==> src/rtl/seq3_cover_monitor_pkg.sv <==
// Shared types and helpers for the seq3 cover monitor.
// Optional feature macro: SEQ3_FIRST_HIT_STAMP_EN (first-hit cycle stamp).
package seq3_cover_pkg;

   // Attempt pipeline: stage1 = last sample was V0, stage2 = last two were V0,V1.
   typedef struct packed {
      logic stage2;
      logic stage1;
   } stage_t;

   localparam int unsigned STAMP_W = 32;

   // Saturating +1 for a count of width w (w <= 32), zero-extended into 32 bits.
   function automatic logic [31:0] sat_inc(input logic [31:0] cnt, input int unsigned w);
      logic [31:0] max_v;
      max_v = (w >= 32) ? '1 : ((32'd1 << w) - 32'd1);
      return (cnt >= max_v) ? cnt : cnt + 32'd1;
   endfunction

endpackage

==> src/rtl/seq3_cover_monitor_if.sv <==
// Observation bus between the sampled source and the seq3 cover monitor.
// Optional feature macro: SEQ3_FIRST_HIT_STAMP_EN adds first_hit_cycle.
interface seq3_cover_monitor_if
   import seq3_cover_pkg::*;
#(
   parameter int unsigned W     = 32,
   parameter int unsigned CNT_W = 8
);
   logic             en;
   logic [W-1:0]     data;
   logic             clear;
   logic             hit;
   logic             covered;
   logic [CNT_W-1:0] match_count;
   logic             busy;
`ifdef SEQ3_FIRST_HIT_STAMP_EN
   logic [STAMP_W-1:0] first_hit_cycle;
`endif

   modport master (
      output en, data, clear,
`ifdef SEQ3_FIRST_HIT_STAMP_EN
      input  first_hit_cycle,
`endif
      input  hit, covered, match_count, busy
   );

   modport slave (
      input  en, data, clear,
`ifdef SEQ3_FIRST_HIT_STAMP_EN
      output first_hit_cycle,
`endif
      output hit, covered, match_count, busy
   );
endinterface

==> src/rtl/seq3_cover_monitor_sat_counter.sv <==
// Parameterized saturating up-counter with synchronous clear.
module seq3_sat_counter
   import seq3_cover_pkg::*;
#(
   parameter int unsigned CNT_W = 8
) (
   input  logic             clk,
   input  logic             rst,
   input  logic             clr,
   input  logic             inc,
   output logic [CNT_W-1:0] count
);
   logic [CNT_W-1:0] count_q, count_d;

   // Next count: clear wins, otherwise saturating increment.
   always_comb begin
      count_d = count_q;
      if (clr) begin
         count_d = '0;
      end else if (inc) begin
         count_d = CNT_W'(sat_inc(32'(count_q), CNT_W));
      end
   end

   // Count register with synchronous reset.
   always_ff @(posedge clk) begin
      if (rst) count_q <= '0;
      else     count_q <= count_d;
   end

   assign count = count_q;
endmodule

==> src/rtl/seq3_cover_monitor.sv <==
// Cover monitor: detects data==V0,V1,V2 on consecutive enabled samples.
// Optional feature macro: SEQ3_FIRST_HIT_STAMP_EN (first-hit cycle stamp).
module seq3_cover_monitor
   import seq3_cover_pkg::*;
#(
   parameter int unsigned W     = 32,
   parameter logic [W-1:0] V0   = W'(3),
   parameter logic [W-1:0] V1   = W'(4),
   parameter logic [W-1:0] V2   = W'(5),
   parameter int unsigned CNT_W = 8
) (
   input logic                clk,
   input logic                rst,
   seq3_cover_monitor_if.slave bus
);
   stage_t stage_q, stage_d;
   logic   hit_q, hit_d;
   logic   covered_q, covered_d;
   logic   match;
   logic   count_inc;

   // Stage pipeline advance, match detection and sticky flag; clear beats en.
   always_comb begin
      stage_d   = stage_q;
      hit_d     = 1'b0;
      covered_d = covered_q;
      match     = bus.en & stage_q.stage2 & (bus.data == V2);
      if (bus.clear) begin
         stage_d   = '0;
         covered_d = 1'b0;
      end else if (bus.en) begin
         stage_d.stage1 = (bus.data == V0);
         stage_d.stage2 = stage_q.stage1 & (bus.data == V1);
         hit_d          = match;
         covered_d      = covered_q | match;
      end
   end

   // Pipeline and flag registers.
   always_ff @(posedge clk) begin
      if (rst) begin
         stage_q   <= '0;
         hit_q     <= 1'b0;
         covered_q <= 1'b0;
      end else begin
         stage_q   <= stage_d;
         hit_q     <= hit_d;
         covered_q <= covered_d;
      end
   end

   assign count_inc = match & ~bus.clear;

   seq3_sat_counter #(.CNT_W(CNT_W)) u_count (
      .clk   (clk),
      .rst   (rst),
      .clr   (bus.clear),
      .inc   (count_inc),
      .count (bus.match_count)
   );

   assign bus.hit     = hit_q;
   assign bus.covered = covered_q;
   assign bus.busy    = stage_q.stage1 | stage_q.stage2;

`ifdef SEQ3_FIRST_HIT_STAMP_EN
   logic [STAMP_W-1:0] cyc_q, cyc_d;
   logic [STAMP_W-1:0] stamp_q, stamp_d;
   logic               stamped_q, stamped_d;

   // Stamp is taken on the match cycle as cyc_q+1, i.e. the counter value
   // during the cycle hit is high, so it becomes visible together with hit.
   always_comb begin
      cyc_d     = cyc_q + 1'b1;
      stamp_d   = stamp_q;
      stamped_d = stamped_q;
      if (bus.clear) begin
         stamp_d   = '0;
         stamped_d = 1'b0;
      end else if (match && !stamped_q) begin
         stamp_d   = cyc_q + 1'b1;
         stamped_d = 1'b1;
      end
   end

   // Free-running cycle counter and first-hit stamp registers.
   always_ff @(posedge clk) begin
      if (rst) begin
         cyc_q     <= '0;
         stamp_q   <= '0;
         stamped_q <= 1'b0;
      end else begin
         cyc_q     <= cyc_d;
         stamp_q   <= stamp_d;
         stamped_q <= stamped_d;
      end
   end

   assign bus.first_hit_cycle = stamp_q;
`endif
endmodule

==> src/flat_wrapper.sv <==
// flat-port wrapper written by rule: the top's interface ports become plain ports
module seq3_cover_monitor_flat import seq3_cover_pkg::*;
#(
   parameter int unsigned W     = 32,
   parameter logic [W-1:0] V0   = W'(3),
   parameter logic [W-1:0] V1   = W'(4),
   parameter logic [W-1:0] V2   = W'(5),
   parameter int unsigned CNT_W = 8
)
  (clk, rst, bus_en, bus_data, bus_clear, bus_hit, bus_covered, bus_match_count, bus_busy);
  seq3_cover_monitor_if #(.W(W), .CNT_W(CNT_W)) bus_i ();
  input logic clk;
  input logic rst;
  input wire logic [$bits(bus_i.en)-1:0] bus_en;
  input wire logic [$bits(bus_i.data)-1:0] bus_data;
  input wire logic [$bits(bus_i.clear)-1:0] bus_clear;
  output wire logic [$bits(bus_i.hit)-1:0] bus_hit;
  output wire logic [$bits(bus_i.covered)-1:0] bus_covered;
  output wire logic [$bits(bus_i.match_count)-1:0] bus_match_count;
  output wire logic [$bits(bus_i.busy)-1:0] bus_busy;
  assign bus_i.en = bus_en;
  assign bus_i.data = bus_data;
  assign bus_i.clear = bus_clear;
  assign bus_hit = bus_i.hit;
  assign bus_covered = bus_i.covered;
  assign bus_match_count = bus_i.match_count;
  assign bus_busy = bus_i.busy;
  seq3_cover_monitor #(.W(W), .V0(V0), .V1(V1), .V2(V2), .CNT_W(CNT_W)) u_core (.clk(clk), .rst(rst), .bus(bus_i));
endmodule
==> config.mk <==
export PLATFORM = sky130hd
export DESIGN_NAME = seq3_cover_monitor_flat
export DESIGN_NICKNAME = d
export VERILOG_FILES = /design/src/rtl/seq3_cover_monitor_pkg.sv /design/src/rtl/seq3_cover_monitor_if.sv /design/src/rtl/seq3_cover_monitor_sat_counter.sv /design/src/rtl/seq3_cover_monitor.sv /design/src/flat_wrapper.sv
export SDC_FILE = /design/constraint.sdc
export NUM_CORES = 1
export LEC_CHECK = 0
export CELL_PAD_IN_SITES_DETAIL_PLACEMENT = 0
export CELL_PAD_IN_SITES_GLOBAL_PLACEMENT = 1
export CORE_MARGIN = 2
export CORE_UTILIZATION = 22
export DETAILED_ROUTE_END_ITERATION = 10
export PLACE_DENSITY = 0.88
export SLEW_MARGIN = 0
export SYNTH_ARGS = -nofsm -noshare
export SYNTH_HDL_FRONTEND = slang
export SYNTH_SLANG_ARGS = --single-unit
==> constraint.sdc <==
create_clock -name clk -period 2.35 [get_ports clk]
set_input_delay 0.5875 -clock clk [delete_from_list [all_inputs] [get_ports clk]]
set_output_delay 0.5875 -clock clk [all_outputs]
set_load 0.01 [all_outputs]
==> summary.txt <==
status: finished, final reports clean
# IOs: 47
via density per instance: 4.94
Hold WS: 0.460 ns
postcts setup bufs: 0
worst-path fanout max: 8
layout net count: 177
Hold WC Path Type: reg2reg
final worst slack: 0.0618 ns
pwr dens: 340 nW/µm²
Clock transition at path regs: 0.08 ns
synthesized area per cell: 7.87 µm²
all-layer global routing usage: 14.1%
Tcrit/Tclk final: 97.4%
Num CTS Buffers: 3
Mapped Area: 653 µm²
post-route ant nets: 0
post-DP HPWL: 1.74 mm
WS Path Type: in2reg
Max-cap violations: 0
number of global-route vias before repair: 885
drt total wl: 2.14 mm
Leak: 0.427 nW
initial core utilization: 23.5%
Syn Inst Count: 83
GPL Wtd Cong: 0.819
critical path startpoint category: primary input
yosys warns: 0
hold buffer count at cts: 0
crit path cell chain: clkdlybuf4s50_1 > nor4_2 > nand4_1 > or3_4 > or4b_4 > a21oi_2
post-synthesis net count: 120
DP Worst Slack: -0.381 ns
die area: 3420 µm²
Yosys reg bits: 12
crit end category: flop
Arr. time, crit path: 2.50 ns
Clock Sinks: 12
Final min period: 2.29 ns
delay of the slowest critical-path stage: 0.53 ns
register area share after synthesis: 36.8%
FMAX: 437 MHz
port bufs: 46
Final Max Slew Viols: 0
CTS tree: yes
first-pass GRT wire length: 3.80 mm
Max VDD drop: 0.000335 V
FILL cells: 283
Initial DRC Count: 12
Die Y: 58.5 µm
DRT Pass-1 Iters: 4
Final Skew: 0.00352 ns
Routed WL per cell: 12.6 µm
Slew @ Worst Pin: 0.384 ns
Worst Path Required: 2.56 ns
largest net degree at the start of global routing: 9
Critical Path Slowest Stage Cell: or4b_4
initial antenna violation count: 0
GR Overflow Total: 0
die width: 58.5 µm
number of distinct library cells after synthesis: 28
row cnt: 19
P&R area growth vs syn: 100%
Setup Total Neg Slack: 0 ns
H-tree Lvls: 1
worst skew pair latency: 0.27 ns
number of setup violations in the final report: 0
clk root buf: clkbuf_4
share of cells above drive strength 1: 20.1%
Max Buffers Root-to-Sink: 2
slew margin rel.: 74.2%
Final Hold Violating Endpoints: 0
via count: 840
ant diodes: 0
detailed-route DRC error count: 0
core area: 2780 µm²
==> power by group <==
part,total [W],switching [W],internal [W]
Sequential,0.000203,0.000000000000000985,0.000203
Combinational,0.0000768,0.0000195,0.0000572
Clock,0.000165,0.0000708,0.0000941
==> routing by layer <==
layer | global-route usage [%] | wire, µm | vias to the layer above
met3 | 4.62 | 114 | 2
met5 | 0 | 0 | -
met1 | 16.3 | 864 | 383
li1 | - | - | 432
met2 | 26.3 | 1150 | 23
met4 | 0.332 | 6 | 0
==> cell usage after synthesis <==
master     number  area, µm²
clkbuf_1        1       3.75
or3_1           5       31.3
and2_1          1       6.26
or2_2           2       12.5
dfxtp_1        12        240
nor3_1          4       20.0
or4_1           3       22.5
nor4_1          7       43.8
and4_1          1       8.76
buf_2           1       5.00
o31ai_1         3       22.5
a21o_1          1       7.51
or4b_1          1       10.0
o41ai_1         1       8.76
a21oi_1         8       40.0
nand2_1         7       26.3
nand4b_1        1       8.76
nand3_1         6       30.0
mux2i_1         1       10.0
buf_1           1       3.75
nand3b_1        1       7.51
inv_1           3       11.3
and3_1          2       12.5
a2bb2oi_1       1       8.76
ha_1            1       12.5
nand4_1         2       12.5
o21ai_0         3       15.0
nor2_1          3       11.3
==> worst max-delay path: cells and delay by family <==
kind                   cells  cell delay [ns]
AOI/OAI and AO/OA          1             0.13
buffers and inverters      1             0.42
and+or+nand+nor            4             1.36
==> worst paths after layout <==
check	start	depth (start not counted)	slack [ns]	end
min	u_core.bus.covered$_SDFFE_PP0P_	1	0.46	u_core.bus.covered$_SDFFE_PP0P_
max reg2reg	u_core.u_count.count[0]$_SDFFE_PP0P_	7	0.54	u_core.u_count.count[0]$_SDFFE_PP0P_
min reg2reg	u_core.bus.covered$_SDFFE_PP0P_	1	0.46	u_core.bus.covered$_SDFFE_PP0P_
max	bus_data[14]	6	0.06	u_core.stage_q[1]$_SDFFE_PP0P_
==> state kept, by name (all words and copies together), names as in the netlist <==
register,count
u_core.u_count.count,8
u_core.bus.covered,1
u_core.bus.hit,1
u_core.stage_q,2
==> layout make-up <==
cell class | instances | area [µm²] | area share (%)
Clock buffer | 4 | 36.3 | 2.78
Multi-Input combinational cell | 65 | 452 | 34.6
Inverter | 3 | 11.3 | 0.862
Tap cell | 31 | 38.8 | 2.97
Timing Repair Buffer | 55 | 528 | 40.4
Sequential cell | 12 | 240 | 18.4
==> layout by cell type (no fill, tap or decap), types with 4 or more instances in the layout <==
master	n
nand3_1	6
clkdlybuf4s50_1	46
nor4_2	4
a21oi_2	4
dfxtp_1	12
nand2_1	7
a21oi_1	4
buf_4	9
==> per-stage QoR <==
| step | power [W] | utilization [%] | cells | cell area [µm²] |
|---|---|---|---|---|
| after floorplan | 0.000217 | - | 83 | 653 |
| after CTS | 0.000446 | 45.1 | 170 | 1250 |
| final | 0.000445 | 47.0 | 170 | 1310 |
| after global routing | 0.000473 | 47.0 | 170 | 1310 |
| after global placement | 0.000278 | 43.4 | 166 | 1210 |
| after detailed placement | 0.000280 | 43.4 | 166 | 1210 |
==> what timing repair did <==
item                                    CTS  global route
endpoints found under the hold margin     0             0
gates resized for setup                   2            11
endpoints found under the setup margin   10            11
pin swaps                                 0             5
==> logic make-up (layout without fill, tap and decap cells) <==
logic type / Yosys count / count (layout) / share of synthesized area [%]
simple gates: 46 / 46 / 40.4
compound gates: 17 / 17 / 15.7
flops: 12 / 12 / 36.8
buf+inv: 6 / 62 / 3.64
fa+ha+maj: 1 / 1 / 1.92
mux: 1 / 1 / 1.53
Power figures use the tool's default switching activity.
